### config.mk
export PLATFORM = sky130hd
export DESIGN_NAME = bfloat_mac_stream
export DESIGN_NICKNAME = d
export VERILOG_FILES = /design/src/rtl/bfloat_mac_stream.sv
export SDC_FILE = /design/constraint.sdc
export NUM_CORES = 1
export LEC_CHECK = 0
export CORE_ASPECT_RATIO = 1.4
export CORE_MARGIN = 2
export CORE_UTILIZATION = 45
export DETAILED_ROUTE_END_ITERATION = 10
export GPL_TIMING_DRIVEN = 0
export HOLD_SLACK_MARGIN = 0.05
export PLACE_DENSITY = 0.75
export SLEW_MARGIN = 20
export SYNTH_ARGS = -nofsm -noshare
export SYNTH_HDL_FRONTEND = slang
export SYNTH_SLANG_ARGS = --single-unit
### constraint.sdc
create_clock -name clk -period 8.6 [get_ports clk]
set_clock_uncertainty 0.1 [all_clocks]
set_input_delay 1.72 -clock clk [delete_from_list [all_inputs] [get_ports clk]]
set_output_delay 1.72 -clock clk [all_outputs]
set_load 0.01 [all_outputs]
### src/rtl/bfloat_mac_stream.sv
// bfloat_mac_stream: pipelined floating-point dot-product engine (S1 operands, S2 product, S3 accumulator).
// Optional macro BFLOAT_MAC_SAT_EN: exponent overflow saturates to signed max finite instead of infinity.
module bfloat_mac_stream #(
  parameter int EXP_W   = 8,
  parameter int MAN_W   = 7,
  parameter int ACC_LEN = 16,
  localparam int W      = 1 + EXP_W + MAN_W,
  localparam int CNT_W  = $clog2(ACC_LEN + 1)
) (
  input  logic             clk,
  input  logic             rst,
  input  logic             in_valid,
  output logic             in_ready,
  input  logic [W-1:0]     in_a,
  input  logic [W-1:0]     in_b,
  input  logic             in_last,
  output logic             out_valid,
  input  logic             out_ready,
  output logic [W-1:0]     out_data,
  output logic [CNT_W-1:0] out_count,
  output logic [1:0]       dbg_state
);

  localparam int EW = EXP_W + 2;
  localparam logic [EXP_W-1:0]    EXP_ONES = '1;
  localparam logic [EXP_W-1:0]    EXP_MAXF = {{(EXP_W-1){1'b1}}, 1'b0};
  localparam logic signed [EW-1:0] E_ONE  = EW'(1);
  localparam logic signed [EW-1:0] E_ZERO = EW'(0);
  localparam logic signed [EW-1:0] E_BIAS = EW'(2**(EXP_W-1) - 1);
  localparam logic signed [EW-1:0] E_MAX  = EW'(2**EXP_W - 1);
  localparam logic [W-1:0] QNAN = {1'b0, EXP_ONES, 1'b1, {(MAN_W-1){1'b0}}};

  typedef enum logic [1:0] {ACCUM = 2'd0, DRAIN = 2'd1, HOLD = 2'd2} state_t;

  function automatic logic is_nan(input logic [W-1:0] x);
    return (x[W-2:MAN_W] == EXP_ONES) && (x[MAN_W-1:0] != '0);
  endfunction

  function automatic logic is_inf(input logic [W-1:0] x);
    return (x[W-2:MAN_W] == EXP_ONES) && (x[MAN_W-1:0] == '0);
  endfunction

  // Exponent zero covers both true zero and subnormals, which are flushed.
  function automatic logic is_zero(input logic [W-1:0] x);
    return x[W-2:MAN_W] == '0;
  endfunction

  function automatic logic [W-1:0] ovf(input logic s);
`ifdef BFLOAT_MAC_SAT_EN
    return {s, EXP_MAXF, {MAN_W{1'b1}}};
`else
    return {s, EXP_ONES, {MAN_W{1'b0}}};
`endif
  endfunction

  function automatic logic [W-1:0] pack(input logic s, input logic signed [EW-1:0] e,
                                        input logic [MAN_W-1:0] m);
    if (e >= E_MAX)       return ovf(s);
    else if (e <= E_ZERO) return {s, {(W-1){1'b0}}};
    else                  return {s, e[EXP_W-1:0], m};
  endfunction

  function automatic logic [W-1:0] fmul(input logic [W-1:0] a, input logic [W-1:0] b);
    logic s;
    logic [2*MAN_W+1:0] p;
    logic signed [EW-1:0] e;
    logic [MAN_W-1:0] m;
    s = a[W-1] ^ b[W-1];
    p = {1'b1, a[MAN_W-1:0]} * {1'b1, b[MAN_W-1:0]};
    e = $signed({2'b00, a[W-2:MAN_W]}) + $signed({2'b00, b[W-2:MAN_W]}) - E_BIAS;
    if (p[2*MAN_W+1]) begin
      m = p[2*MAN_W -: MAN_W];
      e = e + E_ONE;
    end else begin
      m = p[2*MAN_W-1 -: MAN_W];
    end
    if (is_nan(a) || is_nan(b) || (is_inf(a) && is_zero(b)) || (is_inf(b) && is_zero(a)))
      return QNAN;
    else if (is_inf(a) || is_inf(b)) return {s, EXP_ONES, {MAN_W{1'b0}}};
    else if (is_zero(a) || is_zero(b)) return {s, {(W-1){1'b0}}};
    else return pack(s, e, m);
  endfunction

  function automatic logic [W-1:0] fadd(input logic [W-1:0] x, input logic [W-1:0] y);
    logic [W-1:0] big, sml;
    logic [EXP_W-1:0] d;
    logic [MAN_W:0] mbig, msml, diff, norm;
    logic [MAN_W+1:0] sum;
    logic signed [EW-1:0] e;
    logic [MAN_W-1:0] m;
    int lz;
    if (is_nan(x) || is_nan(y)) return QNAN;
    if (is_inf(x) && is_inf(y) && (x[W-1] != y[W-1])) return QNAN;
    if (is_inf(x)) return x;
    if (is_inf(y)) return y;
    if (is_zero(x) && is_zero(y)) return '0;
    if (is_zero(x)) return y;
    if (is_zero(y)) return x;
    if (x[W-2:0] < y[W-2:0]) begin big = y; sml = x; end
    else                     begin big = x; sml = y; end
    d    = big[W-2:MAN_W] - sml[W-2:MAN_W];
    mbig = {1'b1, big[MAN_W-1:0]};
    msml = {1'b1, sml[MAN_W-1:0]} >> d;
    e    = $signed({2'b00, big[W-2:MAN_W]});
    if (big[W-1] == sml[W-1]) begin
      sum = {1'b0, mbig} + {1'b0, msml};
      if (sum[MAN_W+1]) begin
        m = sum[MAN_W:1];
        e = e + E_ONE;
      end else begin
        m = sum[MAN_W-1:0];
      end
      return pack(big[W-1], e, m);
    end
    diff = mbig - msml;
    if (diff == '0) return '0;
    // Highest set bit wins because the scan runs upward.
    lz = 0;
    for (int i = 0; i <= MAN_W; i++) if (diff[i]) lz = MAN_W - i;
    norm = diff << lz;
    m    = norm[MAN_W-1:0];
    e    = e - EW'(lz);
    return pack(big[W-1], e, m);
  endfunction

  state_t state, state_next;
  logic [CNT_W-1:0] cnt;
  logic [W-1:0] acc, s1_a, s1_b, s2_p;
  logic s1_valid, s1_last, s2_valid, s2_last;
  logic hs, close;

  // A pair moves when in_valid && in_ready on a rising edge; a result moves when
  // out_valid && out_ready; neither valid waits on ready, and ready never depends on valid.
  assign in_ready  = (state == ACCUM) && !rst;
  assign hs        = in_valid && in_ready;
  assign close     = in_last || (cnt == CNT_W'(ACC_LEN - 1));
  assign out_valid = (state == HOLD);
  assign out_data  = acc;
  assign out_count = cnt;
  assign dbg_state = state;

  always_comb begin
    state_next = state;
    case (state)
      ACCUM:   if (hs && close) state_next = DRAIN;
      DRAIN:   if (s2_valid && s2_last) state_next = HOLD;
      HOLD:    if (out_ready) state_next = ACCUM;
      default: state_next = ACCUM;
    endcase
  end

  always_ff @(posedge clk) begin
    if (rst) begin
      state    <= ACCUM;
      cnt      <= '0;
      acc      <= '0;
      s1_valid <= 1'b0;
      s1_last  <= 1'b0;
      s1_a     <= '0;
      s1_b     <= '0;
      s2_valid <= 1'b0;
      s2_last  <= 1'b0;
      s2_p     <= '0;
    end else begin
      state    <= state_next;
      s1_valid <= hs;
      if (hs) begin
        s1_a    <= in_a;
        s1_b    <= in_b;
        s1_last <= close;
      end
      s2_valid <= s1_valid;
      s2_last  <= s1_valid && s1_last;
      s2_p     <= fmul(s1_a, s1_b);
      if (state == HOLD && out_ready) begin
        acc <= '0;
        cnt <= '0;
      end else begin
        if (s2_valid) acc <= fadd(acc, s2_p);
        if (hs) cnt <= cnt + CNT_W'(1);
      end
    end
  end

endmodule
---- Yosys cells after proc, flatten, opt, wreduce, memory -nomap -nowiden ----
Index checks and enable logic that the tools add are counted.
storage, ports and cells
  logic and storage cells ................. 279
  output and inout port bits .............. 25
  flip-flop bits (word level) ............. 75
operators by class
  reductions and logical operators ........ 45
  shift operators ......................... 2
  multiply operators ...................... 1
  mux-type cells .......................... 190
  add/sub/neg operators ................... 9
  $lt $le $gt $ge ......................... 7
  equality and inequality tests ........... 12
  bitwise gates (word level) .............. 1
operators with widths
  operator               number
  $mux 16                58
  $mux 32                19
  $mux 10                24
  $mux 15                9
  $mux 1                 72
  $logic_not 8->1        5
  $eq 8x8->1 const B     4
  $shl 8x32->7           1
  $ge 10x9->1 const B    3
  $le 10x1->1 const B    3
  $logic_not 7->1        4
  $reduce_bool 7->1      4
  $logic_and 1x1->1      19
  $add 8x8->9            2
  $mul 8x8->16           1
  $sub 8x8->8            2
  $lt 15x15->1           1
  $mux 7                 2
  $add 10x2->10 const B  1
  $sub 10x10->10         1
  $sub 9x7->10 const B   1
  $add 8x1->9 const B    1
  $mux 9                 1
  $shr 8x8->8            1
  other kinds (18)       28

---- Longest topological paths before layout ----
  depth in word-level cells ............... 104
  mapped depth ............................ 43
  mapped depth without buffers ............ 36

---- Worst setup path before layout ----
OpenSTA, ideal clock, no wires.
  kind .................................... reg2reg
  from .................................... register s2_p[9]
  to ...................................... register acc[8], in the netlist out_data[8]
  arrival ................................. 9.072 ns
  cell stages (with the launch flop) ...... 42
  data required time ...................... 8.357 ns
  period minus slack after synthesis ...... 9.316 ns
  path slack .............................. -0.716 ns
  cells stage by stage .................... dfxtp_1 > inv_1 > ha_1 > buf_4 > nand2_1 > clkinv_1 > nand4_2 > o211ai_4 > buf_4 > clkbuf_1 > clkbuf_1 > buf_1 > mux2i_1 > ha_1 > nand2b_1 > mux2i_1 > o22ai_1 > or3_4 > [6 not listed] > nor2_1 > o21bai_1 > a221o_1 > clkbuf_1 > or2_1 > buf_2 > buf_1 > nand2_1 > mux2_2 > fa_1 > xor2_1 > nor3b_1 > a21oi_1 > a211oi_1 > or4bb_1 > a41oi_1 > a211o_1 > a31oi_1
on the way
  word-level cells in the longest chain between the ends .. 51
  elaborated cells on any way between the ends .. 182
ends and longest elaborated chain
  what                    RTL line  source
  start, declared         128       logic [W-1:0] acc, s1_a, s1_b, s2_p;
  start signal, assigned  174       s2_p <= fmul(s1_a, s1_b);
  $lt 15x15->1            99        if (x[W-2:0] < y[W-2:0]) begin big = y; sml = x; end
  $mux 16 (2 in series)   99
  $mux 16                 98        if (is_zero(y)) return x;
  $mux 16                 97        if (is_zero(x)) return y;
  $mux 16                 96        if (is_zero(x) && is_zero(y)) return '0;
  $mux 16                 95        if (is_inf(y)) return y;
  $mux 16                 94        if (is_inf(x)) return x;
  $mux 16                 93        if (is_inf(x) && is_inf(y) && (x[W-1] != y[W-1])) return QNAN;
  [34 not listed]         n/a
  $mux 16                 115       diff = mbig - msml;
  $mux 16                 99
  $mux 16                 98
  $mux 16                 97
  $mux 16                 96
  $mux 16                 95
  $mux 16                 94
  $mux 16 *               93
  end signal, assigned    179       if (s2_valid) acc <= fadd(acc, s2_p);
  end, declared           128
Every way passes the cells marked *; elsewhere a longest branch is shown, timed or not. The select of a mux whose other input is x is not followed.
A chain may end at the register's enable or synchronous reset.

---- Final worst setup path ----
  from .................................... register acc[11], in the netlist out_data[11]
  to ...................................... register acc[7], in the netlist out_data[7]
on the way
  word-level cells in the longest chain between the ends .. 51
  elaborated cells on any way between the ends .. 180
ends and longest elaborated chain
  what                   RTL line
  $lt 15x15->1           99
  $mux 16 (2 in series)  99
  $mux 16                98
  $mux 16                97
  $mux 16                96
  $mux 16                95
  $mux 16                94
  $mux 16                93
  [34 not listed]        n/a
  $mux 16                115
  $mux 16                99
  $mux 16                98
  $mux 16                97
  $mux 16                96
  $mux 16                95
  $mux 16                94
  $mux 16 *              93
Marked as above.

==> run metrics <==
Post-synth EDFFs=0; Detail Placement HPWL=20900 µm; CTS Root Cell=clkbuf_16; GR Overflow Total=0; Hold Path Class=flip-flop to flip-flop; Num CTS Buffers=9; worst-margin pin slew=994 ps; number of I/O pins=62; routed wire length=26400 µm; Leakage=4.66 nW; clock latency on the worst-skew pair=340 ps; Period minus WS final=8390 ps; Mean Syn Cell Area=7.66 µm²; area of the multi-input gates=7340 µm²; post-synthesis adder-cell area fraction=19.9%; port bufs=61; post-route ant nets=0; # setup viols final=0; Fill cells=1856; CP max FO=19; fin area=10900 µm²; Placement Cell Area=10100 µm²; Wirelength per Cell=17.0 µm; Synth Cell Area=9150 µm²; Ant. Diodes=0; maximum vdd drop=0.000175 V; vias=9019; die area=21500 µm²; flops & latches, synth=75; multiplexer area fraction after synthesis=5.45%; CP Launch Type=flip-flop; core area=19900 µm²; critical path type=flip-flop to flip-flop; total track usage=23.7%; Initial DRT Pass Iterations=5; Cell Rows=61; syn nets=1354; clk buf depth=2; Nets=1449; Synth-to-Final Area Change=18.8%; largest family of logic cells by synthesized area=simple AND/OR/NAND/NOR gates; Peak Freq=119 MHz; H-tree levels=3; Synth Flop Type=dfxtp_1; slowest stage delay, CP=600 ps; headroom to the max-slew limit=32.7%; XOR/XNOR Fraction of Synth Area=6.48%; slowest CP cell=dfxtp_1; Worst path most repeated cell=ha_1; die width=125 µm; Die H=173 µm; final period utilization=97.5%; status=finished, final reports clean; CTS Sinks=75; Synth Area in Simple Gates=24.2%; Clock Pin Slew Worst Setup and Hold Paths=60 ps; Synth Instances=1195; vias per inst=5.83; initial antenna violation count=0; Setup crit end kind=flip-flop; Unique masters post-synth=90; layout cells sized above 1=9.65%; post-synthesis sequential area ratio=16.4%; most frequent cells in the layout=151 x nand2_1, 99 x inv_1, 79 x ha_1; Max Cap Viol=0; DRC=0; hold-fix buffers at CTS=0; worst path required time=8740 ps; Compound-Gate Fraction of Synth Area=21.6%; area occupied by registers=1510 µm²; Critical Path AT=8530 ps; Power Density=241 nW/µm²; first-pass GRT wire length=42300 µm; vias in the first global route=8704; Final Hold Violating Endpoints=0; TritonCTS clock tree=built; commonest non-fill, non-tap cell in the layout=nand2_1; ys async rst share=0%; Initial Util=46.0%; synth warn=0; largest net degree at the start of global routing=20; power consumption=2.62 mW; DRT iter0 DRCs=537; max-slew violation count=0; RD Place Congestion=0.959
-- synth_stat cells, types with 8 or more instances --
cell | count | area share [%]
a211oi_1 | 13 | 1.1
a21o_1 | 12 | 0.98
a21oi_1 | 82 | 4.5
a31oi_1 | 13 | 0.89
and2_1 | 45 | 3.1
and3_1 | 9 | 0.62
clkbuf_1 | 27 | 1.1
dfxtp_1 | 75 | 16
fa_1 | 39 | 8.5
ha_1 | 83 | 11
inv_1 | 99 | 4.1
mux2i_1 | 32 | 3.5
nand2_1 | 151 | 6.2
nand2b_1 | 38 | 2.6
nand3_1 | 25 | 1.4
nand4_1 | 14 | 0.96
nor2_1 | 71 | 2.9
nor2b_1 | 23 | 1.6
nor3_1 | 18 | 0.98
nor4_1 | 15 | 1.0
o211ai_1 | 11 | 0.90
o21ai_0 | 77 | 4.2
o21ai_1 | 8 | 0.44
o31ai_1 | 9 | 0.74
or3_1 | 11 | 0.75
xnor2_1 | 44 | 4.2
xor2_1 | 20 | 1.9
-- path summary, 6_finish.rpt --
kind                start           to  slack, ps  cells after the start
max reg2reg  out_data[11]  out_data[7]        210                     36
min reg2reg       s1_last      s2_last        370                      1
min               s1_last      s2_last        370                      1
max          out_data[11]  out_data[7]        210                     36
-- kinds of logic (layout without fill, tap and decap cells) --
| logic type | Yosys count | count (layout) |
|---|---|---|
| simple gates | 443 | 443 |
| mux | 45 | 45 |
| fa+ha+maj | 122 | 122 |
| buf+inv | 140 | 240 |
| compound gates | 304 | 304 |
| xor+xnor | 66 | 66 |
| flops | 75 | 75 |
-- flip-flops by register name, summed over array words and instances (netlist names) --
name	flops
s1_a	16
dbg_state	2
s1_last	1
out_count	5
s2_last	1
s2_p	16
s1_valid	1
out_data	16
s1_b	16
s2_valid	1
-- stage by stage --
stage / cells / hold slack, ps / utilization, % / setup TNS [ps] / setup slack [ps]
floorplan: 1195 / 331 / - / 0 / 14.1
detailed placement: 1508 / 354 / 50.8 / -22050 / -1630
finish: 1547 / 365 / 54.6 / 0 / 211
global placement: 1508 / 339 / 50.8 / -20240 / -1610
global route: 1547 / 378 / 54.6 / -984 / -131
CTS: 1527 / 369 / 53.1 / 0 / 3.92
-- per-layer routing --
metal / vias up / global-route usage [%] / part of all wire [%]
met4: 0 / 14.1 / 6.0
met5: - / 0 / 0
li1: 4412 / - / -
met1: 4222 / 25.9 / 39
met2: 302 / 43.6 / 51
met3: 83 / 2.57 / 4.0
-- power by group --
group / switching [mW] / leakage, nW / internal (mW)
combinational: 1.07 / 3.91 / 0.755
sequential: 0.0440 / 0.617 / 0.371
clock: 0.152 / 0.134 / 0.226
-- cell type report --
type | count | share of cell area [%]
plain buffers | 35 | 1.82
clock buffers | 9 | 2.07
clock inverters | 7 | 0.713
inverters | 100 | 3.45
multi-input cells | 980 | 67.5
flip-flops and latches | 75 | 13.9
well taps | 252 | 2.90
repair buffers | 89 | 7.66
-- repair_timing --
action | 4_1_cts | 5_1_grt
endpoints found under the setup margin | 15 | 14
gates resized for setup | 25 | 32
pin swaps | 4 | 17
buffers inserted | 6 | 22
-- worst max-delay path, delay by kind of cell (launching register included) --
family,cells,cell delay (ps)
adders and majority gates,6,1430
DFF,1,600
AOI/OAI and AO/OA,11,2340
xor gates and xnor gates,1,240
buffers and inverters,5,710
muxes,2,350
and+or+nand+nor,11,2500
(Power assumes the default switching activity.)
